## src/rtl/brush_stamp_ctrl.sv

```systemverilog
// rtl/brush_stamp_ctrl.sv - brush stamp / canvas clear sequencer sharing the framebuffer port with VGA reads
`timescale 1ns/1ps
module brush_stamp_ctrl #(
  parameter int                 FB_W     = 160,
  parameter int                 FB_H     = 120,
  parameter int                 ADDR_W   = 15,
  parameter int                 COLOR_W  = 3,
  parameter int                 BRUSH_L  = 5,
  parameter logic [COLOR_W-1:0] BG_COLOR = 3'b111
) (
  input  logic               clk,
  input  logic               clr,
  input  logic               pos_valid,
  input  logic [9:0]         x_pos,
  input  logic [9:0]         y_pos,
  input  logic               tool_on,
  input  logic               eraser,
  input  logic               size_big,
  input  logic [COLOR_W-1:0] color,
  input  logic               clear_req,
  input  logic               vga_rd_req,
  input  logic [ADDR_W-1:0]  vga_rd_addr,
  output logic [COLOR_W-1:0] vga_rd_data,
  output logic               vga_rd_valid,
  output logic [ADDR_W-1:0]  mem_addr,
  output logic               mem_we,
  output logic [COLOR_W-1:0] mem_wdata,
  input  logic [COLOR_W-1:0] mem_rdata,
  output logic               busy,
  output logic [7:0]         drop_cnt
);

  localparam logic [1:0] S_IDLE  = 2'd0;
  localparam logic [1:0] S_STAMP = 2'd1;
  localparam logic [1:0] S_CLEAR = 2'd2;

  localparam logic signed [10:0] R_BIG    = 11'((BRUSH_L - 1) / 2);
  localparam logic signed [10:0] W_S      = 11'(FB_W);
  localparam logic signed [10:0] H_S      = 11'(FB_H);
  localparam logic [ADDR_W-1:0]  LAST_PIX = ADDR_W'(FB_W * FB_H - 1);

  logic [1:0]          state_q, state_d;
  logic [9:0]          cx_q, cx_d, cy_q, cy_d;
  logic signed [10:0]  r_q, r_d, dx_q, dx_d, dy_q, dy_d;
  logic [COLOR_W-1:0]  wcol_q, wcol_d;
  logic [ADDR_W-1:0]   caddr_q, caddr_d;
  logic                clear_pend_q, clear_pend_d;
  logic [7:0]          drop_q, drop_d;
  logic                vga_valid_q;
  logic [COLOR_W-1:0]  vga_data_q;

  logic signed [10:0]  px, py;
  logic [ADDR_W-1:0]   stamp_addr;
  logic                in_bounds, granted, stamp_last, want_clear, drop_pulse;

  assign px         = $signed({1'b0, cx_q}) + dx_q;
  assign py         = $signed({1'b0, cy_q}) + dy_q;
  assign in_bounds  = !px[10] && !py[10] && (px < W_S) && (py < H_S);
  assign stamp_addr = ADDR_W'(py[9:0]) * ADDR_W'(FB_W) + ADDR_W'(px[9:0]);
  assign granted    = !vga_rd_req;
  assign stamp_last = (dx_q == r_q) && (dy_q == r_q);
  assign want_clear = clear_req || clear_pend_q;
  // A clear winning arbitration in IDLE also drops a same-cycle paint sample.
  assign drop_pulse = pos_valid && tool_on && ((state_q != S_IDLE) || want_clear);

  always_comb begin
    state_d      = state_q;
    cx_d         = cx_q;
    cy_d         = cy_q;
    r_d          = r_q;
    dx_d         = dx_q;
    dy_d         = dy_q;
    wcol_d       = wcol_q;
    caddr_d      = caddr_q;
    clear_pend_d = clear_pend_q;
    drop_d       = (drop_pulse && (drop_q != 8'hFF)) ? drop_q + 8'd1 : drop_q;
    case (state_q)
      S_IDLE: begin
        if (want_clear) begin
          state_d      = S_CLEAR;
          caddr_d      = '0;
          clear_pend_d = 1'b0;
        end else if (pos_valid && tool_on) begin
          state_d = S_STAMP;
          cx_d    = x_pos;
          cy_d    = y_pos;
          r_d     = size_big ? R_BIG : 11'sd0;
          dx_d    = -r_d;
          dy_d    = -r_d;
          wcol_d  = eraser ? BG_COLOR : color;
        end
      end
      S_STAMP: begin
        if (clear_req) clear_pend_d = 1'b1;
        // Off-canvas offsets never touch the port, so they skip ahead even while VGA owns it.
        if (!in_bounds || granted) begin
          if (stamp_last) begin
            if (want_clear) begin
              state_d      = S_CLEAR;
              caddr_d      = '0;
              clear_pend_d = 1'b0;
            end else begin
              state_d = S_IDLE;
            end
          end else if (dx_q == r_q) begin
            dx_d = -r_q;
            dy_d = dy_q + 11'sd1;
          end else begin
            dx_d = dx_q + 11'sd1;
          end
        end
      end
      S_CLEAR: begin
        if (granted) begin
          if (caddr_q == LAST_PIX) state_d = S_IDLE;
          else                     caddr_d = caddr_q + 1'b1;
        end
      end
      default: state_d = S_IDLE;
    endcase
  end

  always_ff @(posedge clk or negedge clr) begin
    if (!clr) begin
      state_q      <= S_IDLE;
      cx_q         <= '0;
      cy_q         <= '0;
      r_q          <= '0;
      dx_q         <= '0;
      dy_q         <= '0;
      wcol_q       <= '0;
      caddr_q      <= '0;
      clear_pend_q <= 1'b0;
      drop_q       <= '0;
      vga_valid_q  <= 1'b0;
      vga_data_q   <= '0;
    end else begin
      state_q      <= state_d;
      cx_q         <= cx_d;
      cy_q         <= cy_d;
      r_q          <= r_d;
      dx_q         <= dx_d;
      dy_q         <= dy_d;
      wcol_q       <= wcol_d;
      caddr_q      <= caddr_d;
      clear_pend_q <= clear_pend_d;
      drop_q       <= drop_d;
      vga_valid_q  <= vga_rd_req;
      if (vga_valid_q) vga_data_q <= mem_rdata;
    end
  end

  // RAM output is already registered; hold the last word once valid drops.
  assign vga_rd_data  = vga_valid_q ? mem_rdata : vga_data_q;
  assign vga_rd_valid = vga_valid_q;
  assign busy         = (state_q != S_IDLE);
  assign drop_cnt     = drop_q;
  assign mem_we       = granted && (((state_q == S_STAMP) && in_bounds) || (state_q == S_CLEAR));

  always_comb begin
    mem_addr  = '0;
    mem_wdata = '0;
    if (vga_rd_req)                mem_addr = vga_rd_addr;
    else if (state_q == S_STAMP)   mem_addr = stamp_addr;
    else if (state_q == S_CLEAR)   mem_addr = caddr_q;
    if (state_q == S_STAMP)        mem_wdata = wcol_q;
    else if (state_q == S_CLEAR)   mem_wdata = BG_COLOR;
  end

endmodule

```

## config.mk

```make
export PLATFORM = sky130hd
export DESIGN_NAME = brush_stamp_ctrl
export DESIGN_NICKNAME = d
export VERILOG_FILES = /design/src/rtl/brush_stamp_ctrl.sv
export SDC_FILE = /design/constraint.sdc
export NUM_CORES = 1
export LEC_CHECK = 0
export CORE_MARGIN = 2
export CORE_UTILIZATION = 55
export CTS_BUF_LIST = sky130_fd_sc_hd__clkbuf_4
export CTS_CLUSTER_DIAMETER = 100
export DETAILED_ROUTE_END_ITERATION = 10
export PLACE_DENSITY = 0.79
export SYNTH_ARGS = -nofsm -noshare
export SYNTH_HDL_FRONTEND = slang
export SYNTH_SLANG_ARGS = --single-unit
```

## constraint.sdc

```tcl
create_clock -name clk -period 5.5 [get_ports clk]
set_clock_uncertainty 0.05 [all_clocks]
set_input_delay 1.1 -clock clk [delete_from_list [all_inputs] [get_ports clk]]
set_output_delay 1.1 -clock clk [all_outputs]
set_load 0.1 [all_outputs]
```

Word-level counts from Yosys, hierarchy flattened
Index checks and enable logic that the tools add are counted.
{ "totals": {"ff_bits": 86, "inputBits": 49} }
{ "op_classes": {"add_sub_neg": 9, "mul": 1, "order_cmp": 2, "eq_ne": 17, "n_mux": 38, "n_bitwise": 1, "reduce_logical": 27} }
{ "ops": {"columns": ["operator", "count"], "rows": [
  ["15-bit two-way mux", 8],
  ["11-bit two-way mux", 8],
  ["15-bit one-hot mux with 3 select lines", 1],
  ["11-bit one-hot mux with 2 select lines", 2],
  ["11-bit adder", 2],
  ["11-bit by 2-bit adder with 11-bit output (second input constant)", 2],
  ["11-bit == test", 2],
  ["2-bit inequality test (second input constant)", 10],
  ["2-bit two-way mux", 8],
  ["15-bit by 1-bit adder with 15-bit output (second input constant)", 1],
  ["15-bit by 10-bit adder with 15-bit output", 1],
  ["15-bit == test (second input constant)", 1],
  ["5-bit AND reduction", 3],
  ["3-bit two-way mux", 4],
  ["11-bit by 8-bit less-than comparator with 1-bit output (second input constant)", 1],
  ["11-bit by 9-bit less-than comparator with 1-bit output (second input constant)", 1],
  ["11-bit negation", 1],
  ["2-bit negation with 11-bit output", 1],
  ["10-bit by 3-bit multiplier with 10-bit output (second input constant)", 1],
  ["1-bit logical AND", 9],
  ["8-bit by 1-bit adder with 8-bit output (second input constant)", 1],
  ["8-bit inequality test (second input constant)", 1],
  ["2-bit one-hot mux with 3 select lines", 1],
  ["6-bit AND reduction", 1],
  ["13 further kinds", 24]
]} }

Logic depth before layout (Yosys ltp)
{ "depth": {"ltp_word": 9, "ltp_mapped": 17} }

Worst setup path after synthesis
Ideal clock, no wire load.
{ "synth_path": {"path_type": "reg2out", "start": "register dy_q[0]", "end": "output mem_addr[12]", "t_arrival_ps": 5335, "path_slack_ps": -985, "stages_incl_launch_ff": 16, "path_buffers": 0, "path_cell_list": "dfrtp_1 > ha_1 > fa_1 > a21o_1 > a21oi_1 > xnor2_1 > ha_1 > inv_1 > fa_1 > inv_1 > ha_1 > o211a_1 > nand2_1 > xnor2_1 > a22oi_1 > o21ai_0"} }
{ "synth_via": {"elab_chain_cells": 5} }
{ "synth_lines": {"columns": ["element", "line", "text"], "rows": [
  ["start, declared", "44", "logic signed [10:0] r_q, r_d, dx_q, dx_d, dy_q, dy_d;"],
  ["start signal, assigned", "143", "dy_q <= dy_d;"],
  ["11-bit adder", "57", "assign py = $signed({1'b0, cy_q}) + dy_q;"],
  ["10-bit by 3-bit multiplier with 10-bit output", "59", "assign stamp_addr = ADDR_W'(py[9:0]) * ADDR_W'(FB_W) + ADDR_W'(px[9:0]);"],
  ["15-bit by 10-bit adder with 15-bit output", "59", null],
  ["15-bit two-way mux", "164", "else if (state_q == S_STAMP) mem_addr = stamp_addr;"],
  ["15-bit two-way mux", "163", "if (vga_rd_req) mem_addr = vga_rd_addr;"],
  ["end, declared", "25", "output logic [ADDR_W-1:0] mem_addr,"]
]} }
Every way passes these cells.

Final worst setup path
{ "layout_path": {"start": "register dy_q[0]", "end": "output mem_addr[13]"} }
Same word-level chain as after synthesis.

==> results.md <==
- Status: complete, no violations
- Arrival time worst endpoint: 4.32 ns
- Critical path type: reg2out
- 1st-iter DRT viols: 365
- H-tree levels: 3
- Yosys top cell by area: dfrtp_1
- Synth Flop Type: dfrtp_1
- Detailed Routing Iterations Pass 1: 5
- Yosys cell types: 62
- Syn Nets: 775
- Gr busiest metal: met2
- Hold_sp: vga_data_q[2]
- Synth cell count leaders: dfrtp_1, a21oi_1, nor2_1, nand2_1, o21ai_0
- Final Max Slew Viols: 0
- Least-Margin Pin Slew: 1.23 ns
- Total clock sinks: 76
- Synth-to-layout area growth: 22.8%
- FF-to-FF End: state_q[1]
- Slowest CP cell: dfrtp_1
- Post-Syn Area per Cell: 8.64 um2
- Hold path depth: 1
- # fillers: 827
- Fin cells: 898
- DRC errors left: 0
- Root buffer cell: clkbuf_4
- Fin crit share: 99.4%
- RR Startpoint: dx_q[0]
- Required @ worst endpoint: 4.35 ns
- Hold Crit Class: reg2reg
- Number of synthesized register bits: 76
- Unrepaired setup endpoints after global routing: yes
- Skew-Pair Late Insertion Delay: 0.43 ns
- Antenna viol nets, final: 0
- Max stage delay on crit path: 0.43 ns
- Global-route wire length before repair: 25400 um
- N_diodes: 0
- Seq/Total Area, Yosys: 32.3%
- Placed cells: 869
- FFs w/ async S/R, synth: 100%
- Post-synth EDFFs: 0
- Core area: 10400 um2
- Worst-path fanout max: 3
- DR vias: 5708
- Chip height: 108 um
- Top cell type's share of synthesized area: 32.3%
- Post-route minimum period: 5.47 ns
- Met1 track demand over resource: 35.1%
- Final Wtd Congestion: 0.884
- DPL Wire Length: 11500 um
- Die ar.: 11600 um2
- Most frequent cell after synthesis: dfrtp_1
- Critical-path cell list: ha_4, fa_2, a21o_1, a21oi_2, xnor2_2, ha_1, ha_1, a21o_1, a21oi_4, xnor2_2, nor3b_4, buf_4, nand2b_4, xnor2_2, a221oi_2, a21oi_2, buf_12
- Clock Pin Slew Worst Setup and Hold Paths: 0.13 ns
- # Max-Cap Violations: 0
- Flop-to-flop setup slack: 1.40 ns
- CTS tree: done
- Met3 GRT Util: 5.99%
- Nets: 850
- Vias in the first global route: 5441
- Most used cell along the critical path: xnor2_2
- Antenna violations before repair: 0
- Final setup fails: 0
- GRT Overall Usage: 27.6%
- Worst setup EP type: output pin
- Initial core utilization: 56.9%
- Vias per inst: 6.36
- Post-Syn Area: 5900 um2
- I/O Pins: 81
- YS warnings: 0
- Max frequency: 183 MHz
- Layout cells sized above 1: 17.7%
- Synth Instances: 682
- Total CTS buffers: 9
- Worst setup SP type: flop
- Largest cells by area after synthesis: dfrtp_1, ha_1, a21oi_1
- Cells on worst reg2reg path: 11
- Pin count of the biggest net entering global routing: 77
- Std cell rows: 37
- Post-Route WL: 16200 um
- Clock tree buffer depth: 2
- Final hold violation count: 0
- Routed WL per cell: 18.0 um
- Min-Delay Endpoint: vga_data_q[2]
- Post-CTS Hold Fix Bufs: 0
- IO Port Bufs: 80
- Met2 Use GR: 45.9%
- Congestion Overflow GR: 0
- Chip width: 108 um
- Max_slew headroom: 17.9%
## layout make-up
cell class                 count  area (um2)  area share, %
timing repair buffer          98         973           13.4
clock buffer                  10        75.1           1.04
clock inverter                 6        31.3          0.432
multi-input combinational    546        3990           55.1
sequential                    76        1910           26.3
tap                          136         170           2.35
inverter                      26        97.6           1.35
## placed cells by master, fill, tap and decap left out, types with 6 or more instances in the layout
cell type and count:
dfrtp_1 72, clkdlybuf4s50_1 63, nor2_1 57, a21oi_1 54, nand2_1 53, o21ai_0 46, ha_1 33, buf_4 29
mux2_2 25, inv_1 24, nand3_1 20, xnor2_1 18, nand4_1 17, and3_1 14, a31oi_1 13, a21o_1 11
o31ai_1 10, o21ai_1 10, or3_1 10, clkbuf_4 10, a21oi_2 9, nor3_1 9, xor2_1 7, nor2b_1 7
a221oi_1 7, nand2b_1 7, a22oi_1 6
## layer usage
layer,share of wire (%),wire [um]
met2,49,7970
met3,7.2,1160
met1,41,6580
met5,0,0
met4,2.8,450
## cells by family (layout without fill, tap and decap cells)
logic type	count (synthesis)	in the layout	share of synthesized area (%)
xor gates and xnor gates	34	34	5.18
DFF	76	76	32.3
buffers and inverters	60	140	4.46
AOI/OAI and AO/OA	208	208	22.7
and+or+nand+nor	229	229	19.6
adders and majority gates	44	44	9.85
muxes	31	31	6.01
## worst max path at each step
stage,startpoint,end,slack (ns),depth (start not counted)
floorplan,dy_q[0],mem_addr[14],-0.26,15
global placement,dy_q[0],mem_addr[13],0.38,17
detailed placement,dy_q[0],mem_addr[13],0.25,17
CTS,dy_q[0],mem_addr[13],0.02,17
global route,dy_q[0],mem_addr[13],-0.13,17
finish,dy_q[0],mem_addr[13],0.03,17
## flip-flops by register name (all words and copies together) (netlist names)
| name | flops |
|---|---|
| dx_q | 11 |
| wcol_q | 3 |
| dy_q | 11 |
| r_q | 1 |
| state_q | 2 |
| vga_rd_valid | 1 |
| clear_pend_q | 1 |
| cy_q | 10 |
| caddr_q | 15 |
| drop_cnt | 8 |
| vga_data_q | 3 |
| cx_q | 10 |
## repair_timing
action,in CTS,in global routing
endpoints found under the setup margin,4,5
gates resized for setup,7,39
setup buffers,1,12
pin swaps,2,22
endpoints found under the hold margin,0,0
cloned,0,0
## critical path, delay by kind of cell (launching register included)
family / cells / cell delay, ns
fa+ha+maj: 4 / 1.16
buf+inv: 2 / 0.33
xor+xnor: 3 / 0.45
compound gates: 6 / 1.19
simple gates: 2 / 0.33
flops: 1 / 0.43
## through the flow
stage	instance area [um2]	TNS (ns)	worst slack, ns	hold WS [ns]	utilization, %
CTS	6960	0	0.0155	0.469	67.1
floorplan	5950	-0.362	-0.257	0.435	-
global placement	6830	0	0.383	0.429	65.9
global route	7240	-0.293	-0.129	0.483	69.8
detailed placement	6830	0	0.252	0.438	65.9
finish	7240	0	0.0350	0.462	69.8
Power is not shown: default switching activity piles up to over one toggle a cycle in this logic, so the estimate is an artifact.
